===== src/rtl/dnn_pkg.sv =====
// Shared types and helpers for the DNN datapath blocks.
package dnn_pkg;

    typedef enum logic [0:0] {
        S_FILL,
        S_PEND
    } deser_state_t;

    function automatic int unsigned count_width(input int unsigned depth);
        return $clog2(depth + 1);
    endfunction

endpackage


===== src/rtl/deser_collector.sv =====
// Word collector: gathers up to depth words into a slot array, then holds the
// completed frame (done_o) until the output stage takes it (take_i).
module deser_collector
    import dnn_pkg::*;
#(
    parameter int unsigned width = 8,
    parameter int unsigned depth = 5,
    localparam int unsigned CntW = count_width(depth)
) (
    input  logic                     clk,
    input  logic                     reset,
    input  logic                     word_valid_i,
    output logic                     word_ready_o,
    input  logic [width-1:0]         word_data_i,
    input  logic                     word_last_i,
    output logic                     done_o,
    input  logic                     take_i,
    output logic [depth*width-1:0]   frame_o,
    output logic [CntW-1:0]          count_o
);

    deser_state_t             state_q, state_d;
    logic [CntW-1:0]          cnt_q, cnt_d;
    logic [depth*width-1:0]   slots_q, slots_d;

    always_comb begin
        state_d = state_q;
        cnt_d   = cnt_q;
        slots_d = slots_q;
        unique case (state_q)
            S_FILL: begin
                if (word_valid_i) begin
                    for (int k = 0; k < int'(depth); k++) begin
                        if (cnt_q == CntW'(k)) begin
                            slots_d[k*width +: width] = word_data_i;
                        end
                    end
                    cnt_d = cnt_q + CntW'(1);
                    if (word_last_i || (cnt_q == CntW'(depth - 1))) begin
                        state_d = S_PEND;
                    end
                end
            end
            S_PEND: begin
                // Clearing on take keeps unused slots of the next short frame at zero.
                if (take_i) begin
                    state_d = S_FILL;
                    cnt_d   = '0;
                    slots_d = '0;
                end
            end
            default: state_d = S_FILL;
        endcase
    end

    always_ff @(posedge clk or negedge reset) begin
        if (!reset) begin
            state_q <= S_FILL;
            cnt_q   <= '0;
            slots_q <= '0;
        end else begin
            state_q <= state_d;
            cnt_q   <= cnt_d;
            slots_q <= slots_d;
        end
    end

    assign word_ready_o = (state_q == S_FILL);
    assign done_o       = (state_q == S_PEND);
    assign frame_o      = slots_q;
    assign count_o      = cnt_q;

endmodule


===== src/rtl/deser_buffer.sv =====
// Serial-to-parallel frame buffer: collector plus one output register, so a new
// frame can fill while the previous one waits for the consumer.
module deser_buffer
    import dnn_pkg::*;
#(
    parameter int unsigned width = 8,
    parameter int unsigned depth = 5,
    localparam int unsigned CntW = count_width(depth)
) (
    input  logic                     clk,
    input  logic                     reset,
    input  logic                     in_valid,
    output logic                     in_ready,
    input  logic [width-1:0]         in_data,
    input  logic                     in_last,
    output logic                     out_valid,
    input  logic                     out_ready,
    output logic [depth*width-1:0]   out_data,
    output logic [CntW-1:0]          out_count
);

    logic                     done;
    logic                     take;
    logic [depth*width-1:0]   frame;
    logic [CntW-1:0]          count;

    logic                     out_valid_q, out_valid_d;
    logic [depth*width-1:0]   out_data_q, out_data_d;
    logic [CntW-1:0]          out_count_q, out_count_d;

    deser_collector #(
        .width(width),
        .depth(depth)
    ) u_collector (
        .clk         (clk),
        .reset       (reset),
        .word_valid_i(in_valid),
        .word_ready_o(in_ready),
        .word_data_i (in_data),
        .word_last_i (in_last),
        .done_o      (done),
        .take_i      (take),
        .frame_o     (frame),
        .count_o     (count)
    );

    // Output register is free when empty or being drained on this edge.
    assign take = done && (!out_valid_q || out_ready);

    always_comb begin
        out_valid_d = out_valid_q;
        out_data_d  = out_data_q;
        out_count_d = out_count_q;
        if (take) begin
            out_valid_d = 1'b1;
            out_data_d  = frame;
            out_count_d = count;
        end else if (out_ready) begin
            out_valid_d = 1'b0;
        end
    end

    always_ff @(posedge clk or negedge reset) begin
        if (!reset) begin
            out_valid_q <= 1'b0;
            out_data_q  <= '0;
            out_count_q <= '0;
        end else begin
            out_valid_q <= out_valid_d;
            out_data_q  <= out_data_d;
            out_count_q <= out_count_d;
        end
    end

    assign out_valid = out_valid_q;
    assign out_data  = out_data_q;
    assign out_count = out_count_q;

endmodule


===== config.mk =====
export PLATFORM = sky130hd
export DESIGN_NAME = deser_buffer
export DESIGN_NICKNAME = d
export VERILOG_FILES = /design/src/rtl/dnn_pkg.sv /design/src/rtl/deser_collector.sv /design/src/rtl/deser_buffer.sv
export SDC_FILE = /design/constraint.sdc
export NUM_CORES = 1
export LEC_CHECK = 0
export CAP_MARGIN = 20
export CORE_MARGIN = 2
export CORE_UTILIZATION = 30
export DETAILED_ROUTE_END_ITERATION = 8
export PLACE_DENSITY = 0.49
export SETUP_SLACK_MARGIN = 0.1
export SYNTH_ARGS = -nofsm -noshare
export SYNTH_HDL_FRONTEND = slang
export SYNTH_SLANG_ARGS = --single-unit

===== constraint.sdc =====
create_clock -name clk -period 2.55 [get_ports clk]
set_input_delay 0.51 -clock clk [delete_from_list [all_inputs] [get_ports clk]]
set_output_delay 0.51 -clock clk [all_outputs]
set_load 0.01 [all_outputs]

* Word level (Yosys, flattened, before mapping)
Index checks and enable logic that the tools add are counted.
** Storage, ports and cells
- Word-level logic and storage cells :: 52
- Register bits after elaboration :: 88
- Input port bits :: 13
** Operators by class
- Add/sub/neg operators :: 1
- Mux-type cells :: 17
- Equality and inequality tests :: 11
- Reduce and logical (&&, ||, !) cells :: 12
- Bitwise logic cells :: 1
** Operators by type and width (number)
- two-way mux 40 bit :: 2
- case mux 40 bit (2 select lines) :: 1
- two-way mux 8 bit :: 5
- AND reduction 3 bit :: 5
- != test 2 x 1 -> 1 bit (second input constant) :: 5
- equality test 3 x 2 -> 1 bit (second input constant) :: 2
- two-way mux 3 bit :: 2
- case mux 3 bit (2 select lines) :: 1
- two-way mux 1 bit :: 5
- != test 2 bit (second input constant) :: 2
- adder 3 x 1 -> 3 bit (second input constant) :: 1
- equality test 3 x 1 -> 1 bit (second input constant) :: 1
- equality test 3 bit (second input constant) :: 1
- logical NOT 3 bit :: 1
- logical OR 1 bit :: 2
- case mux 1 bit (2 select lines) :: 1
- AND reduction 2 bit :: 1
- nonzero test 2 bit :: 1
- logical AND 1 bit :: 1
- logical NOT 1 bit :: 1
- inverter 1 bit :: 1

* Logic depth before layout (Yosys ltp)
Gate-level depths: netlist of run 1.
- Depth after elaboration :: 5
- Gate-level depth with buffers :: 6
- Gate-level depth less buffers :: 5

* Cells and area by module
Synthesis of run 1 repeated with hierarchy kept, for this count alone.
** Unflattened totals
- Cell total of the unflattened synthesis :: 287
- Area, all modules :: 3881.2 sq um
** By module, submodules not included
- deser_collector :: cells an instance 192, instances 1, area each 2069.5 sq um
- deser_buffer :: cells an instance 95, instances 1, area each 1811.7 sq um

* Worst setup path after synthesis of run 1
OpenSTA, ideal clock, no wires.
- Path type :: in2reg
- Start :: in out_ready
- End :: reg u_collector.slots_q[0] (netlist: u_collector.frame_o[0])
- Slack :: 0.938 ns
- Setup time :: 0.125 ns
- Data required time :: 2.425 ns
- Cell stages on the path :: 4
- Path buffers :: 1
- Data arrival time :: 1.487 ns
- Cells stage by stage :: nand2b_4 -> buf_6 -> a22oi_2 -> mux2_2
** Between the ends
- Cells in the longest elaborated chain, start to end :: 4
** RTL lines
- start, declared :: line deser_buffer.sv:17 : input logic out_ready,
- logical OR 1 bit :: line deser_buffer.sv:48 : assign take = done && (!out_valid_q || out_ready);
- logical AND 1 bit :: line deser_buffer.sv:48
- != test 2 bit (no line)
- AND reduction 3 bit (no line)
- end signal, assigned :: line deser_collector.sv:64 : slots_q <= slots_d;
- end, declared :: line deser_collector.sv:24 : logic [depth*width-1:0] slots_q, slots_d;
Every way passes these cells.
A chain may end at the register's enable or synchronous reset.

* Worst setup path after layout of run 1
- Start :: reg u_collector.state_q (netlist: u_collector.done_o)
- End :: out in_ready
** Between the ends
- Cells in the longest elaborated chain, start to end :: 1
** RTL lines
- start, declared :: line deser_collector.sv:22 : deser_state_t state_q, state_d;
- start signal, assigned :: line deser_collector.sv:62 : state_q <= state_d;
- inverter 1 bit :: line deser_collector.sv:68 : assign word_ready_o = (state_q == S_FILL);
- end, declared :: line deser_buffer.sv:13 : output logic in_ready,
Every way passes these cells.

==> results.cfg, run 1 <==
[status]
status = finished clean

[worst_setup_path]
reg2reg_depth = 5
cpMaxStageDelayCell = clkdlybuf4s50_1
start_kind = flip-flop
critPathTopFamily = buffers and inverters
cp-end-kind = output pin
regToRegStartpoint = u_collector.count_o[0]$_DFFE_PN0P_
critPathKind = reg2out
path_buf_inv = 2
rrSetupSlack_ns = 0.77
cp_slowest_stage_delay_ns = 0.55
arrival_ns = 1.38
cp_max_fo = 5
worstReg2RegEnd = u_collector.frame_o[33]$_DFFE_PN0P_
critPathRequiredTime_ns = 2.04
path_cells = inv_1 -> clkdlybuf4s50_1

[power_and_ir_drop]
peakVddDrop_mv = 0.3794
power_density_nw_per_um2 = 1258
p_leak_nw = 2.059
finalPower_w = 0.005774

[sta]
tns_ns = 0
fin_crit_sh = 0.7417
rsz0062_at_grt = false
max_slew_margin = 0.6478
fmax_ghz = 0.5287
final-hold-violation-count = 0
fin_crit_ns = 1.891
tightest_slew_ns = 0.5284
fin_worst_skew_ns = 0.01522
setup_viol = 0
slew_violations = 0

[floorplan]
ioPinCount = 58
core-area_um2 = 11470
dieArea_um2 = 12650
start_util = 0.3078
die_x_um = 112.5
rows = 39
die_h_um = 112.5

[global_route]
grt_pass1_wl_mm = 11.76
met3_usage = 0.02484
use_met1 = 0.1780
grtUsageTotal = 0.1222
grt_max_degree = 51
grt_overflow = 0
gr-usage-met2 = 0.1727
grt.busiest_layer = met1
grt_pass1_vias = 2092
antenna_found_initial = 0

[cts]
cts.clk_slew.worst_paths_ns = 0.07
insertion_delay_ns = 0.34
numCtsBuffers = 9
cts_tree = built
cts-resized-gates = 0
cts_sinks = 88
htree_levels = 3
cts_root_buffer = clkbuf_16
hold_buffers = 0
cts_setup_buffers = 0
clk_path_buf_depth = 2

[logic_synthesis]
synthAdderAreaFrac = 0.01772
synthesis.area_um2 = 3530
synth_edf_count = 0
yosysUniqueCellTypes = 22
yosysWarnings = 0
ys_async_sr_fraction = 1.000
synth_compound_area_frac = 0.04573
avgSynthCellArea_um2 = 15.97
ys_ff_latch = 88
synthSimpleGateAreaFrac = 0.04077
ys_seq_area_frac = 0.6239
synthFlopType = dfrtp_1
synth_fp_nets = 239
synthMuxAreaShare = 0.2467
synth-xor-area-share = 0
netlist_instances = 221
synth_top_family_by_area = multiplexers

[finish]
multi_input_area_um2 = 1239
final_cell_mix = dfrtp_1, mux2_2, clkdlybuf4s50_1, clkbuf_16
antenna_cells = 0
register_area_um2 = 2202
final_area_um2 = 4591
drive_gt1_frac = 0.3720
fillCellCount = 1089
syn2layout_area_growth_pct = 30.06
nets = 306
final_common_cell = dfrtp_1
final_util = 0.4003

[detailed_routing]
vias = 2004
drt-vias-per-instance = 4.596
drt-total-wl_mm = 7.142
wl_per_cell_um = 16.38
drt_first_iter_violations = 54
drt.antenna.violating_nets = 0
drt_first_pass_iters = 4
drcViolationCount = 0

[placed_design]
dpl.hpwl_mm = 4.817
io_buffers = 57
gp_congestion = 0.7489
place_area_um2 = 4279

[flow_run]
max-cap-violations = 0

[min_path]
min_path_type = in2async
-- how the worst max path moves through the flow --
| stage | start | end | slack, ns | depth (start not counted) |
|---|---|---|---|---|
| after floorplan | out_ready | u_collector.frame_o[0]$_DFFE_PN0P_ | 0.94 | 4 |
| after global placement | in_valid | u_collector.frame_o[38]$_DFFE_PN0P_ | 0.41 | 4 |
| after detailed placement | in_valid | u_collector.frame_o[37]$_DFFE_PN0P_ | 0.38 | 4 |
| after CTS | u_collector.done_o$_DFF_PN0_ | in_ready | 0.63 | 2 |
| after global routing | u_collector.done_o$_DFF_PN0_ | in_ready | 0.59 | 2 |
| final | u_collector.done_o$_DFF_PN0_ | in_ready | 0.66 | 2 |
-- power by group --
part	switching, W	internal, W	leakage (nW)
registers	0.000366	0.00203	1.11
logic	0.000733	0.00127	0.797
clock network	0.000578	0.000801	0.151
-- state kept, by name, summed over array words and instances, names as in the netlist --
register and flops:
out_data 40, u_collector.frame_o 40, out_count 3, u_collector.count_o 3, out_valid 1, u_collector.done_o 1
-- cells in the mapped netlist (2+ instances only) --
library cell | count | area share
nand2_1 | 6 | 0.0064
mux2_2 | 68 | 0.22
o22ai_1 | 2 | 0.0035
inv_1 | 5 | 0.0053
o21ai_0 | 2 | 0.0028
a22o_1 | 8 | 0.020
dfrtp_1 | 88 | 0.62
ha_1 | 5 | 0.018
nand3_1 | 2 | 0.0028
nor2b_1 | 8 | 0.014
buf_2 | 5 | 0.0071
a22oi_2 | 3 | 0.011
buf_6 | 4 | 0.013
mux2_4 | 7 | 0.030
-- metal layers --
layer  wire length [um]  part of all wire
met1               3591              0.50
met3                224             0.031
met5                  0                 0
met4                144             0.020
met2               3182              0.45
-- cell type report --
| cell class | instances | area share |
|---|---|---|
| multi-input cells | 119 | 0.2698 |
| inverters | 5 | 0.004088 |
| clock inverters | 6 | 0.01581 |
| flip-flops and latches | 88 | 0.4797 |
| repair buffers | 65 | 0.1395 |
| well taps | 143 | 0.03898 |
| clock buffers | 10 | 0.05206 |
-- cell families (layout without fill, tap and decap cells) --
family                     Yosys count  count (layout)
AOI/OAI and AO/OA                   18              18
and+or+nand+nor                     21              21
adders and majority gates            5               5
DFF                                 88              88
muxes                               75              75
buffers and inverters               14              86
-- per-stage QoR --
step / instances / worst slack, ns / hold WS, ns
after floorplan: 221 / 0.9380 / 0.2144
after global placement: 420 / 0.4070 / 0.4822
after detailed placement: 420 / 0.3799 / 0.4825
after CTS: 436 / 0.6322 / 0.1538
after global routing: 436 / 0.5931 / 0.1672
final: 436 / 0.6587 / 0.1331
No activity file was read; power rests on OpenSTA's default activity.
==> inputs of run 2 (changes only) <==
- PLACE_DENSITY: 0.49 -> 0.51
- clock period: 2.55 -> 1.7 ns (I/O delays scaled with it)
==> results.cfg, run 2 (synthesis results as in run 1) <==
[worst_setup_path]
cp-startpoint = u_collector.count_o[1]$_DFFE_PN0P_
cp_slowest_stage_delay_ns = 0.43
path_buf_inv = 3
critPathKind = reg2reg
arrival_ns = 1.83
reg2reg_depth = 6
cp-end-kind = flip-flop
regToRegStartpoint = u_collector.count_o[1]$_DFFE_PN0P_
cp.depth = 6
path_cells = inv_2 -> buf_6 -> ha_4 -> a22oi_2 -> buf_4 -> mux2_2
critPathTopFamily = flip-flops
rrSetupSlack_ns = 0.09
start_kind = flip-flop
cpMaxStageDelayCell = dfrtp_1
worstReg2RegEnd = u_collector.frame_o[13]$_DFFE_PN0P_
crit_end = u_collector.frame_o[13]$_DFFE_PN0P_
cp_max_fo = 4
critPathRequiredTime_ns = 1.91

[cts]
cts.clk_slew.worst_paths_ns = 0.06
cts_tree = built
htree_levels = 3
clk_path_buf_depth = 2
insertion_delay_ns = 0.33
cts_root_buffer = clkbuf_16
numCtsBuffers = 9
cts_sinks = 88

[power_and_ir_drop]
sw_frac_of_total = 0.2835
power_density_nw_per_um2 = 1822
p_switching_w = 0.002599
clkPwrFrac = 0.216
power.internal_w = 0.006568
p_seq_frac = 0.393
power_frac_comb = 0.391
peakVddDrop_mv = 0.6409
p_leak_nw = 2.527

[sta]
fin_crit_sh = 0.9485
rsz0062_at_grt = true
tightest_slew_ns = 0.4568
slew_violations = 0
fin_worst_skew_ns = 0.005736
fmax_ghz = 0.6202
fin_crit_ns = 1.612
max_slew_margin = 0.6948
final-hold-violation-count = 0
setup_viol = 0
holdWs_ns = 0.4309

[floorplan]
ioPinCount = 58
core-area_um2 = 11470
rows = 39
start_util = 0.3078
dieArea_um2 = 12650
die_h_um = 112.5
die_x_um = 112.5

[detailed_routing]
drcViolationCount = 0
drt_first_pass_iters = 3
met1_length_mm = 3.604
wl_per_cell_um = 16.48
drt_first_iter_violations = 25
drt.antenna.violating_nets = 0
drt-total-wl_mm = 7.498
highest_layer = met4
dr_wl_met2_mm = 3.492
drt-vias-per-instance = 4.503
route.met3.wl_um = 278
vias = 2049

[finish]
fillCellCount = 1047
drive_gt1_frac = 0.4327
final_common_cell = dfrtp_1
nets = 325
antenna_cells = 0
syn2layout_area_growth_pct = 42.50
final_util = 0.4386
final_cell_mix = dfrtp_1, mux2_2, clkdlybuf4s50_1, mux2_4, dlymetal6s2s_1

[global_route]
grt_overflow = 0
grtUsageTotal = 0.1222
antenna_found_initial = 0
grt_pass1_wl_mm = 11.83
grt_pass1_vias = 2208
grt_max_degree = 34

[placed_design]
dpl.hpwl_mm = 5.098
gp_congestion = 0.7591
io_buffers = 57

[status]
status = finished clean

[flow_run]
max-cap-violations = 0

[min_path]
min_path_type = in2reg
run 2: cell type report:
| cell class | instances | area [um^2] | share of cell area |
|---|---|---|---|
| flip-flops and latches | 88 | 2203 | 0.4381 |
| multi-input cells | 119 | 1389 | 0.2761 |
| repair buffers | 84 | 939.7 | 0.1868 |
| clock buffers | 13 | 260.3 | 0.05174 |
| well taps | 143 | 178.9 | 0.03557 |
| clock inverters | 3 | 40.04 | 0.007960 |
| inverters | 5 | 18.77 | 0.003731 |
run 2: worst min-delay path by stage:
stage,start,to,slack (ns),cells after the start
6_report,in_valid,u_collector.done_o$_DFF_PN0_,0.43,3
5_1_grt,in_valid,u_collector.done_o$_DFF_PN0_,0.46,3
4_1_cts,in_valid,u_collector.done_o$_DFF_PN0_,0.43,3
3_5_place_dp,reset,out_data[20]$_DFFE_PN0P_,0.33,1
3_3_place_gp,reset,out_data[20]$_DFFE_PN0P_,0.33,1
2_1_floorplan,reset,out_count[0]$_DFFE_PN0P_,0.04,0
run 2: power by group through the flow:
stage                     registers [W]  clock network [W]  logic, W
after floorplan                 0.00370                  0   0.00150
after global placement          0.00363                  0   0.00323
after detailed placement        0.00365                  0   0.00327
after CTS                       0.00361            0.00205   0.00332
after global routing            0.00375            0.00213   0.00384
final                           0.00360            0.00198   0.00359
run 2: what timing repair did:
item,CTS,global route
buffers inserted,1,2
hold buffers,1,0
endpoints found under the setup margin,40,58
gates resized for setup,17,54
endpoints found under the hold margin,31,0
pin swaps,4,8
run 2: per-stage QoR:
step	power (W)	instance area [um^2]	TNS, ns	cells	setup slack [ns]
2_1_floorplan	0.005202	3530	0	221	0.1474
3_3_place_gp	0.006867	4454	-9.833	435	-0.2313
3_5_place_dp	0.006923	4454	-10.28	435	-0.2445
4_1_cts	0.008976	4801	0	453	0.1003
5_1_grt	0.009720	5030	0	455	0.04287
6_report	0.009167	5030	0	455	0.08756
run 2: worst min-delay path, stage by stage:
cell and delay, ns:
dlygate4sd2_1 0.23, nand3_1 0.08, o21ai_0 0.07
run 2: routing by layer:
metal  track usage  up-vias
li1              -      962
met1        0.1694     1035
met2        0.1855       41
met3       0.03078       11
met4       0.04634        0
met5             0        -
